### src/rtl/td4_pkg.sv
// rtl/td4_pkg.sv - shared widths, loader state encoding and the NOP opcode
// for the td4 program loader.
package td4_pkg;

  localparam int TD4_ADR_W     = 4;
  localparam int TD4_DATA_W    = 8;
  localparam int TD4_ROM_DEPTH = 16;

  localparam logic [TD4_DATA_W-1:0] TD4_NOP = 8'h00;

  typedef enum logic [2:0] {
    LD_IDLE,
    LD_LOAD,
    LD_CHECK,
    LD_HOLD,
    LD_RUN,
    LD_ERROR
  } ld_state_e;

endpackage

### src/rtl/td4_prog_loader_if.sv
// rtl/td4_prog_loader_if.sv - program byte stream into the loader: start pulse
// plus a valid/ready data channel.
interface td4_prog_loader_if;
  import td4_pkg::*;

  logic                  ld_start;
  logic [TD4_DATA_W-1:0] ld_data;
  logic                  ld_valid;
  logic                  ld_ready;

  modport master (output ld_start, output ld_data, output ld_valid, input ld_ready);
  modport slave  (input ld_start, input ld_data, input ld_valid, output ld_ready);

endinterface

### src/rtl/td4_prog_ram.sv
// rtl/td4_prog_ram.sv - 16x8 program store: synchronous write, asynchronous
// read, synchronous clear on active-low reset.
module td4_prog_ram
  import td4_pkg::*;
(
  input  logic                  clk_i,
  input  logic                  rst_ni,
  input  logic                  we_i,
  input  logic [TD4_ADR_W-1:0]  wadr_i,
  input  logic [TD4_DATA_W-1:0] wdata_i,
  input  logic [TD4_ADR_W-1:0]  radr_i,
  output logic [TD4_DATA_W-1:0] rdata_o
);

  logic [TD4_DATA_W-1:0] mem_q [TD4_ROM_DEPTH];

  always_ff @(posedge clk_i) begin
    if (!rst_ni) begin
      for (int i = 0; i < TD4_ROM_DEPTH; i++) begin
        mem_q[i] <= TD4_NOP;
      end
    end else if (we_i) begin
      mem_q[wadr_i] <= wdata_i;
    end
  end

  assign rdata_o = mem_q[radr_i];

endmodule

### src/rtl/td4_prog_loader.sv
// rtl/td4_prog_loader.sv - writable instruction store for the td4 core; loads
// 16 bytes plus checksum and keeps the core in reset until the sum verifies.
module td4_prog_loader
  import td4_pkg::*;
#(
  parameter int unsigned HOLD_CYCLES = 2
) (
  input  logic                  clk,
  input  logic                  reset,
  td4_prog_loader_if.slave      ld,
  input  logic [TD4_ADR_W-1:0]  adr,
  output logic [TD4_DATA_W-1:0] instr,
  output logic                  cpu_reset,
  output logic                  err,
  output logic                  loaded
);

  localparam logic [TD4_ADR_W-1:0] LAST_ADR  = TD4_ADR_W'(TD4_ROM_DEPTH - 1);
  localparam logic [3:0]           HOLD_LAST = 4'(HOLD_CYCLES - 1);

  ld_state_e             state_q, state_d;
  logic [TD4_ADR_W-1:0]  wptr_q, wptr_d;
  logic [TD4_DATA_W-1:0] sum_q, sum_d;
  logic [3:0]            hcnt_q, hcnt_d;
  logic                  ram_we;
  logic                  accept;
  logic [TD4_DATA_W-1:0] ram_rdata;

  always_ff @(posedge clk) begin
    if (!reset) begin
      state_q <= LD_IDLE;
      wptr_q  <= '0;
      sum_q   <= '0;
      hcnt_q  <= '0;
    end else begin
      state_q <= state_d;
      wptr_q  <= wptr_d;
      sum_q   <= sum_d;
      hcnt_q  <= hcnt_d;
    end
  end

  assign accept = ld.ld_valid & ld.ld_ready;

  always_comb begin
    state_d = state_q;
    wptr_d  = wptr_q;
    sum_d   = sum_q;
    hcnt_d  = hcnt_q;
    ram_we  = 1'b0;
    unique case (state_q)
      LD_IDLE, LD_RUN, LD_ERROR: begin
        if (ld.ld_start) begin
          state_d = LD_LOAD;
          wptr_d  = '0;
          sum_d   = '0;
          hcnt_d  = '0;
        end
      end
      LD_LOAD: begin
        if (accept) begin
          ram_we = 1'b1;
          sum_d  = sum_q + ld.ld_data;
          wptr_d = wptr_q + 4'd1;
          if (wptr_q == LAST_ADR) begin
            state_d = LD_CHECK;
          end
        end
      end
      LD_CHECK: begin
        // The checksum byte only steers the FSM; it never lands in the RAM.
        if (accept) begin
          state_d = (ld.ld_data == sum_q) ? LD_HOLD : LD_ERROR;
        end
      end
      LD_HOLD: begin
        if (hcnt_q == HOLD_LAST) begin
          state_d = LD_RUN;
        end else begin
          hcnt_d = hcnt_q + 4'd1;
        end
      end
      default: state_d = LD_IDLE;
    endcase
  end

  assign ld.ld_ready = (state_q == LD_LOAD) || (state_q == LD_CHECK);
  assign cpu_reset   = (state_q != LD_RUN);
  assign loaded      = (state_q == LD_RUN);
  assign err         = (state_q == LD_ERROR);
  assign instr       = (state_q == LD_RUN) ? ram_rdata : TD4_NOP;

  td4_prog_ram u_ram (
    .clk_i   (clk),
    .rst_ni  (reset),
    .we_i    (ram_we),
    .wadr_i  (wptr_q),
    .wdata_i (ld.ld_data),
    .radr_i  (adr),
    .rdata_o (ram_rdata)
  );

endmodule

### src/flat_wrapper.sv
// flat-port wrapper written by rule: the top's interface ports become plain ports
module td4_prog_loader_flat import td4_pkg::*;
#(
  parameter int unsigned HOLD_CYCLES = 2
)
  (clk, reset, adr, instr, cpu_reset, err, loaded, ld_ld_start, ld_ld_data, ld_ld_valid, ld_ld_ready);
  td4_prog_loader_if ld_i ();
  input  logic clk;
  input  logic reset;
  input  logic [TD4_ADR_W-1:0] adr;
  output logic [TD4_DATA_W-1:0] instr;
  output logic cpu_reset;
  output logic err;
  output logic loaded;
  input wire logic [$bits(ld_i.ld_start)-1:0] ld_ld_start;
  input wire logic [$bits(ld_i.ld_data)-1:0] ld_ld_data;
  input wire logic [$bits(ld_i.ld_valid)-1:0] ld_ld_valid;
  output wire logic [$bits(ld_i.ld_ready)-1:0] ld_ld_ready;
  assign ld_i.ld_start = ld_ld_start;
  assign ld_i.ld_data = ld_ld_data;
  assign ld_i.ld_valid = ld_ld_valid;
  assign ld_ld_ready = ld_i.ld_ready;
  td4_prog_loader #(.HOLD_CYCLES(HOLD_CYCLES)) u_core (.clk(clk), .reset(reset), .ld(ld_i), .adr(adr), .instr(instr), .cpu_reset(cpu_reset), .err(err), .loaded(loaded));
endmodule
### config.mk
export PLATFORM = sky130hd
export DESIGN_NAME = td4_prog_loader_flat
export DESIGN_NICKNAME = d
export VERILOG_FILES = /design/src/rtl/td4_pkg.sv /design/src/rtl/td4_prog_loader_if.sv /design/src/rtl/td4_prog_ram.sv /design/src/rtl/td4_prog_loader.sv /design/src/flat_wrapper.sv
export SDC_FILE = /design/constraint.sdc
export NUM_CORES = 1
export LEC_CHECK = 0
export ABC_AREA = 1
export CAP_MARGIN = 15
export CORE_AREA = 2 2 145 90
export DETAILED_ROUTE_END_ITERATION = 8
export DIE_AREA = 0 0 147 92
export PLACE_DENSITY = 0.81
export SLEW_MARGIN = 0
export SYNTH_ARGS = -nofsm -noshare
export SYNTH_HDL_FRONTEND = slang
export SYNTH_SLANG_ARGS = --single-unit
### constraint.sdc
create_clock -name clk -period 2.3 [get_ports clk]
set_input_delay 0.23 -clock clk [delete_from_list [all_inputs] [get_ports clk]]
set_output_delay 0.23 -clock clk [all_outputs]
set_load 0.005 [all_outputs]
Word-level counts from Yosys, hierarchy flattened
Memory sizes are Yosys's and may differ from the RTL's.
Cells that the tools add are included.
{"block": "op_classes", "bitwise_logic": 1, "muxes": 25, "addsub": 3, "n_reduce_logical": 9, "eq_ne": 15}
{"op": "2-to-1 mux 8 bit", "n": 4}
{"op": "2-to-1 mux 3 bit", "n": 6}
{"op": "2-to-1 mux 4 bit", "n": 4}
{"op": "case mux 4 bit (2 select lines)", "n": 2}
{"op": "case mux 8 bit (2 select lines)", "n": 1}
{"op": "case mux 3 bit (4 select lines)", "n": 1}
{"op": "adder 4 x 1 -> 4 bit, second input constant", "n": 2}
{"op": "adder 8 bit", "n": 1}
{"op": "== test 8 bit", "n": 1}
{"op": "inequality test 2 x 1 -> 1 bit, second input constant", "n": 4}
{"op": "OR reduction 8 bit", "n": 1}
{"op": "2-to-1 mux 1 bit", "n": 7}
{"op": "== test 3 x 2 -> 1 bit, second input constant", "n": 2}
{"op": "== test 3 bit, second input constant", "n": 2}
{"op": "AND reduction 3 bit", "n": 2}
{"op": "AND reduction 5 bit", "n": 1}
{"op": "== test 4 x 1 -> 1 bit, second input constant", "n": 1}
{"op": "== test 4 bit, second input constant", "n": 1}
{"op": "inequality test 2 bit, second input constant", "n": 2}
{"op": "nonzero test 2 bit", "n": 2}
{"op": "== test 3 x 1 -> 1 bit, second input constant", "n": 1}
{"op": "logical NOT 3 bit", "n": 1}
{"op": "inequality test 3 bit, second input constant", "n": 1}
{"op": "OR reduction 3 bit", "n": 1}
{"op": "2 further kinds", "n": 2}
{"block": "totals", "output_inout_bits": 12, "elab_cells": 58, "mem_bits_rw": 128, "reg_bits": 19, "n_memories": 1}
{"memory": "u_core.u_ram.mem_q", "words": 16, "word_bits": 8, "read_ports": 1, "rd_clocked_by_memory_dff": 0, "wr": 16, "line_no": "td4_prog_ram.sv:15", "text": "logic [TD4_DATA_W-1:0] mem_q [TD4_ROM_DEPTH];"}

Depth between registers and ports, before layout
Gate-level depths: netlist of the first run.
{"block": "logic_depth", "word_depth": 10, "mapped_depth": 9}

Modules after synthesis
Synthesis of the first run repeated with hierarchy kept, for this count alone.
{"block": "unflattened", "cells_unflattened": 920, "hier_area_um2": 7562.3}
{"mod": "td4_prog_ram", "n_inst": 1, "area_per_inst_um2": 6252.2, "cells_each": 708}
{"mod": "td4_prog_loader", "n_inst": 1, "area_per_inst_um2": 1310.0, "cells_each": 212}

Least setup slack after synthesis of the first run
No wires, ideal clock.
{"block": "synth_timing", "path_type": "register to register", "from": "register u_core.state_q[2]", "to": "memory u_core.u_ram.mem_q[2][0], enable pin", "path_stages_with_launch": 10, "slack_ps": 615, "arrival_ps": 1356, "setup_ps": 329, "path_cell_list": "dfxtp_1 inv_2 nand2_4 nor2_4 nand2_4 inv_6 nand2_8 nor2_8 nand2_4 nand2_1"}
{"element": "start: declaration", "line_no": "td4_prog_loader.sv:21", "text": "ld_state_e state_q, state_d;"}
{"element": "start signal: assignment", "line_no": "td4_prog_loader.sv:36", "text": "state_q <= state_d;"}
{"element": "end: declaration", "line_no": "td4_prog_ram.sv:15"}

Final worst setup path of the first run
{"block": "layout_timing", "from": "memory u_core.u_ram.mem_q[14][3]", "to": "output instr[3]"}
{"block": "layout_via", "elab_chain_cells": 2}
{"element": "memory (16 x 8 bit)"}
{"element": "2-to-1 mux 8 bit", "line_no": "td4_prog_loader.sv:91", "text": "assign instr = (state_q == LD_RUN) ? ram_rdata : TD4_NOP;"}
{"element": "end: declaration", "line_no": "flat_wrapper.sv:11", "text": "output logic [TD4_DATA_W-1:0] instr;"}
Every way passes these cells.

==> results of run 1 <==
==> flip-flops by register name, summed over array words and instances, names as in the netlist <==
signal	flops
u_core.u_ram.mem_q	128
u_core.sum_q	8
u_core.state_q	3
u_core.wptr_q	4
u_core.hcnt_q	4
==> cells in the final DEF (no fill, tap or decap), types with 4 or more instances in the layout <==
cell type,synthesis,layout
nor2_1,262,262
edfxtp_1,128,128
nand2_1,103,103
o21ai_0,62,60
nand3_1,60,58
inv_1,41,40
a21oi_1,24,21
buf_4,6,21
clkdlybuf4s50_1,0,20
clkbuf_16,0,17
dfxtp_1,19,17
nand2_4,16,16
ha_1,13,13
inv_6,1,7
nor3_1,7,6
nor2_2,6,6
buf_12,0,5
nor2_8,4,4
nand2_2,4,4
dlymetal6s2s_1,0,4
==> Yosys cell counts (7+ instances only) <==
master and n:
nand2_1 103, ha_1 13, clkbuf_1 19, a21oi_1 24, dfxtp_1 19, nor2_1 262
o21ai_0 62, inv_1 41, edfxtp_1 128, buf_2 9, nor3_1 7, nand3_1 60
nand2_4 16
==> what timing repair did <==
item	CTS	global route
cloned	0	0
endpoints found under the setup margin	8	8
resized for setup	10	8
endpoints found under the hold margin	0	0
pin swaps	3	6
buffers inserted	2	0
hold buffers	0	0
==> stage by stage <==
step | total power [µW] | area, µm² | instances | setup WS (ps) | TNS, ps
after floorplan | 4040 | 7330 | 804 | 615 | 0
after global placement | 4380 | 7860 | 988 | -35.1 | -127
after detailed placement | 4430 | 7860 | 988 | -121 | -466
after CTS | 7020 | 8460 | 1022 | 16.1 | 0
after global routing | 7320 | 8480 | 1022 | 4.02 | 0
final | 7030 | 8480 | 1022 | 58.1 | 0
==> worst paths after layout <==
| check | endpoint | cells past startpoint | start | slack, ps |
|---|---|---|---|---|
| setup / recovery | instr[3] | 7 | u_core.u_ram.mem_q[14][3]$_SDFFCE_PN0P_ | 60 |
| hold / removal | u_core.sum_q[2]$_SDFFE_PN0P_ | 2 | u_core.sum_q[2]$_SDFFE_PN0P_ | 480 |
| setup reg to reg | u_core.u_ram.mem_q[15][6]$_SDFFCE_PN0P_ | 9 | u_core.state_q[2]$_SDFFE_PN0P_ | 150 |
| hold reg to reg | u_core.sum_q[2]$_SDFFE_PN0P_ | 2 | u_core.sum_q[2]$_SDFFE_PN0P_ | 480 |
==> metal layers <==
| layer | GRT usage [%] | share of wire [%] |
|---|---|---|
| met1 | 41.7 | 42 |
| met2 | 45.6 | 44 |
| met3 | 7.96 | 11 |
| met4 | 10.7 | 2.2 |
| met5 | 0 | 0 |
==> cell type report <==
class	instances	area (µm²)
Timing Repair Buffer	53	531
Fill cell	939	3930
Clock inverter	15	121
Clock buffer	17	425
Sequential cell	147	4230
Multi-Input combinational cell	575	2790
Tap cell	170	213
Inverter	45	178
==> cell families after synthesis <==
kind of cell,count (synthesis),share of synthesized area [%]
adder cells (fa/ha/maj),14,2.49
AND/OR/NAND/NOR,471,28.8
AO/OA/AOI/OAI,88,6.08
buffers and inverters,82,4.83
XOR/XNOR,2,0.239
flip-flops,147,57.6
==> power by group through the flow <==
| stage | Combinational [µW] | Clock, µW | Sequential, µW |
|---|---|---|---|
| after floorplan | 847 | 0 | 3190 |
| after global placement | 1180 | 0 | 3210 |
| after detailed placement | 1220 | 0 | 3220 |
| after CTS | 1250 | 2610 | 3170 |
| after global routing | 1420 | 2720 | 3190 |
| final | 1260 | 2600 | 3170 |
==> worst reg2reg max path, delay by kind of cell, from the launching register on <==
kind | cells | cell delay, ps
simple gates | 7 | 1240
flops | 1 | 320
buf+inv | 2 | 230
==> out/qor.txt, run 1 <==
CP max stage cell = clkdlybuf4s50_1
Port buffer count = 27
Antenna-violating nets left = 0
Period utilization = 97.5%
Bufs on Longest Clock Path = 2
Total GRT Usage = 29.9%
Most used DFF post-synth = edfxtp_1
Htree depth = 4
Post-synthesis sequential area ratio = 57.6%
Final Hold Viols = 0
Clock latency at the later pin of the worst-skew pair = 420 ps
Leak pwr = 0.00371 µW
Initial antenna violation count = 0
Outcome = completed
Hold_ws = 479 ps
Clock tree sinks = 147
Clock power share = 36.9%
DR WL/cell = 18.4 µm
Syn Inst Count = 804
Row cnt = 32
Peak supply drop = 0.000571 V
Top-area cell type share of the netlist area = 52.4%
Layout Nets = 869
Arr. time, crit path = 2010 ps
First-pass GRT wire length = 30400 µm
Initial Utilization = 59.1%
Avg Cell Area, Syn = 9.12 µm²
Seq cells post-synth = 147
Core box area = 0.0124 mm²
Initial DRT Pass Iterations = 6
CP Cell Sequence = nor2_1 -> nor2_1 -> o21ai_0 -> nand3_1 -> nand3_2 -> a21oi_1 -> clkdlybuf4s50_1
Unique masters post-synth = 33
Die W = 147 µm
Synth Cell Area = 0.00733 mm²
Most used cell, CP = nor2_1
Clock-pin slew on the worst setup and hold paths = 60 ps
Buf/Inv on CP = 1
DP HPWL = 12700 µm
Pwr Density = 829 mW/mm²
Routed WL = 18800 µm
Clock root buffer = clkbuf_16
Largest net degree at the start of global routing = 56
Die area = 0.0135 mm²
NetSw = 2130 µW
GRT overflow = 0
Layout cells sized above 1 = 12.1%
Skew final = 5.97 ps
Final setup violating endpoints = 0
DRT iter0 DRCs = 760
Gpl congestion = 0.918
Worst Path Required = 2070 ps
Drt drc = 0
Final slew viol count = 0
CTS tree = built
Top post-synthesis cells by area = edfxtp_1, nor2_1, nand2_1
Final min period = 2240 ps
Post-synth top area cell = edfxtp_1
Post-synth EDFFs = 128
Area Growth Syn to Fin = 15.7%
Cts bufs inserted = 17
Sw Share = 30.3%
Die height = 92 µm
Vias = 5920
Yosys Warn Count = 0
Internal power = 4900 µW
Worst-Margin Slew = 510 ps
Via-per-instance ratio = 5.79
Worst slew margin = 65.7%
CP Max Fanout = 1
Gate power share = 18.0%
RSZ-0062 raised after global routing = false
Worst setup EP type = output pin
CP peak stage delay = 520 ps
CP startpoint kind = register
CP delay by family, top = buffers and inverters
Vias in the first global route = 5783
Hold WC Path Type = register to register
Crit Path Class = register to output pin
Final core occ = 68.3%
Reg power frac = 45.1%
Asr flop ratio synth = 0%
I/O pin count = 28
Antenna diode count = 0
F_max = 446 MHz
Synthesized net count = 834
Maxcap violations = 0
Power figures use the tool's default switching activity.
==> run 2, diff against run 1 <==
--- a/config.mk
+++ b/config.mk
@@ -7,9 +7,9 @@
 export LEC_CHECK = 0
 export ABC_AREA = 1
 export CAP_MARGIN = 15
-export CORE_AREA = 2 2 145 90
+export CORE_AREA = 5 5 148 93
 export DETAILED_ROUTE_END_ITERATION = 8
-export DIE_AREA = 0 0 147 92
+export DIE_AREA = 0 0 153 98
 export PLACE_DENSITY = 0.81
 export SLEW_MARGIN = 0
 export SYNTH_ARGS = -nofsm -noshare
==> out/qor.txt, run 2 (same netlist as run 1, synthesis figures left out) <==
CP Cell Sequence = clkbuf_4 -> clkinvlp_4 -> buf_12 -> o21ai_0 -> nand3_1 -> nand3_1 -> a21oi_1 -> clkdlybuf4s50_1
Clock-pin slew on the worst setup and hold paths = 60 ps
Final Hold Viols = 0
Worst Path Required = 2070 ps
Clock tree sinks = 147
Commonest non-fill, non-tap cell in the layout = nor2_1
Clock root buffer = clkbuf_16
Final slew viol count = 0
Antenna diode count = 0
CP Max Fanout = 25
Skew final = 9.09 ps
CTS tree = built
Outcome = finished, violations left
Cts bufs inserted = 17
DRT iter0 DRCs = 912
Vias in the first global route = 5537
I/O pin count = 28
Bufs on Longest Clock Path = 2
Period utilization = 102%
Htree depth = 4
Final non-filler cell total = 1021
Setup crit end = instr[4]
Worst setup EP type = output pin
CP delay by family, top = buffers and inverters
Worst slew margin = 70.7%
Worst path depth = 8
CP startpoint kind = primary input
Worst setup slack after layout = -42.3 ps
Hold WC Path Type = register to register
Max reg flops = 128
Reg-to-reg slack, setup = 200 ps
Leak pwr = 0.00369 µW
Final core occ = 68.9%
Via-per-instance ratio = 5.88
Most used cell, CP = nand3_1
R2R cell count = 9
Die height = 98 µm
Startpoint of the worst-slack reg-to-reg timing path = u_core.state_q[2]$_SDFFE_PN0P_
Maxcap violations = 0
Biggest register = u_core.u_ram.mem_q
Total GRT Usage = 26.3%
F_max = 427 MHz
Layout cells sized above 1 = 11.9%
First-pass GRT wire length = 30100 µm
CP max stage cell = clkdlybuf4s50_1
Crit Path Class = primary input to output pin
Final min period = 2340 ps
# fillers = 890
Antenna-violating nets left = 0
Clock latency at the later pin of the worst-skew pair = 430 ps
Initial Utilization = 59.1%
Buf/Inv on CP = 4
DP HPWL = 12900 µm
Largest net degree at the start of global routing = 50
Initial DRT Pass Iterations = 5
Gpl congestion = 0.942
Failing checks = negative setup slack
Area Growth Syn to Fin = 16.7%
GRT overflow = 0
Core box area = 0.0124 mm²
Port buffer count = 27
Vias = 6005
Crit path launch = adr[0]
Arr. time, crit path = 2110 ps
Most frequent cells in the layout = nor2_1, edfxtp_1, nand2_1
Peak supply drop = 0.000638 V
Initial antenna violation count = 0
Die area = 0.0150 mm²
Largest regs = u_core.u_ram.mem_q x128, u_core.sum_q x8
Worst-Margin Slew = 436 ps
Cells after DPL = 985
Layout Nets = 868
DR WL/cell = 19.0 µm
Die W = 153 µm
Final setup violating endpoints = 2
Row cnt = 32
FF+latch area = 0.00423 mm²
Cts hold-fix bufs = 0
Routed WL = 19400 µm
Reg-to-reg endpoint = u_core.u_ram.mem_q[12][0]$_SDFFCE_PN0P_
Pwr Density = 858 mW/mm²
Drt drc = 0
CP peak stage delay = 450 ps
Area of the multi-input gates = 0.00277 mm²
## run 2: cell count changes in the layout (fill, tap and decap cells not counted), moves of 3 or more
cell,delta
o21ai_1,+6
buf_4,-5
clkdlybuf4s50_1,+3
clkinvlp_4,+3
o21ai_0,-6
clkinv_4,+3
bufinv_16,+3
inv_6,-5
## run 2: what timing repair did
action,in CTS,in global routing
resized for setup,5,19
setup buffers,1,1
pin swaps,1,1
setup endpoints to repair,9,9
gates cloned,1,1
## run 2: worst min path at each step
stage | slack (ps) | end | startpoint | cells after the start
after detailed placement | 470 | u_core.sum_q[5]$_SDFFE_PN0P_ | u_core.sum_q[5]$_SDFFE_PN0P_ | 2
after CTS | 480 | u_core.sum_q[5]$_SDFFE_PN0P_ | u_core.sum_q[5]$_SDFFE_PN0P_ | 2
final | 480 | u_core.sum_q[5]$_SDFFE_PN0P_ | u_core.sum_q[5]$_SDFFE_PN0P_ | 2
after floorplan | 440 | u_core.sum_q[3]$_SDFFE_PN0P_ | u_core.sum_q[3]$_SDFFE_PN0P_ | 2
after global routing | 490 | u_core.sum_q[3]$_SDFFE_PN0P_ | u_core.sum_q[3]$_SDFFE_PN0P_ | 2
after global placement | 450 | u_core.sum_q[3]$_SDFFE_PN0P_ | u_core.sum_q[3]$_SDFFE_PN0P_ | 2
## run 2: final cells by class
cell class,count,area share (%)
sequential,147,49.4
clock inverter,15,2.14
timing repair buffer,51,6.30
inverter,45,2.18
timing repair inverter,1,0.0878
tap,170,2.49
multi-input combinational,575,32.4
clock buffer,17,4.97
## run 2: tightest hold or removal path: stages (launching register included)
cell	delay (ps)
dfxtp_1	310
nand2_1	60
a21oi_1	50
## run 2: report_power, final
group / switching, µW / internal (µW) / leakage (µW)
Clock: 1140 / 1710 / 0.000291
Combinational: 871 / 441 / 0.00193
Sequential: 112 / 3070 / 0.00148
## run 2: through the flow
stage          setup WS, ps  power (µW)  cell area (µm²)  TNS (ps)  hold slack, ps
6_report              -42.3        7340             8550     -43.8             475
5_1_grt               -6.39        7610             8550     -13.4             490
4_1_cts                5.47        7290             8470         0             476
3_5_place_dp           -142        4440             7840      -634             466
3_3_place_gp          -62.0        4370             7840      -427             455
2_1_floorplan           615        4040             7330         0             443
## run 2: metal layers
| metal | vias to the layer above | GRT usage, % | routed length, µm |
|---|---|---|---|
| li1 | 2736 | - | - |
| met1 | 2790 | 37.0 | 7650 |
| met2 | 425 | 38.0 | 8440 |
| met3 | 54 | 9.21 | 2810 |
| met4 | 0 | 9.79 | 525 |
| met5 | - | 0 | 0 |
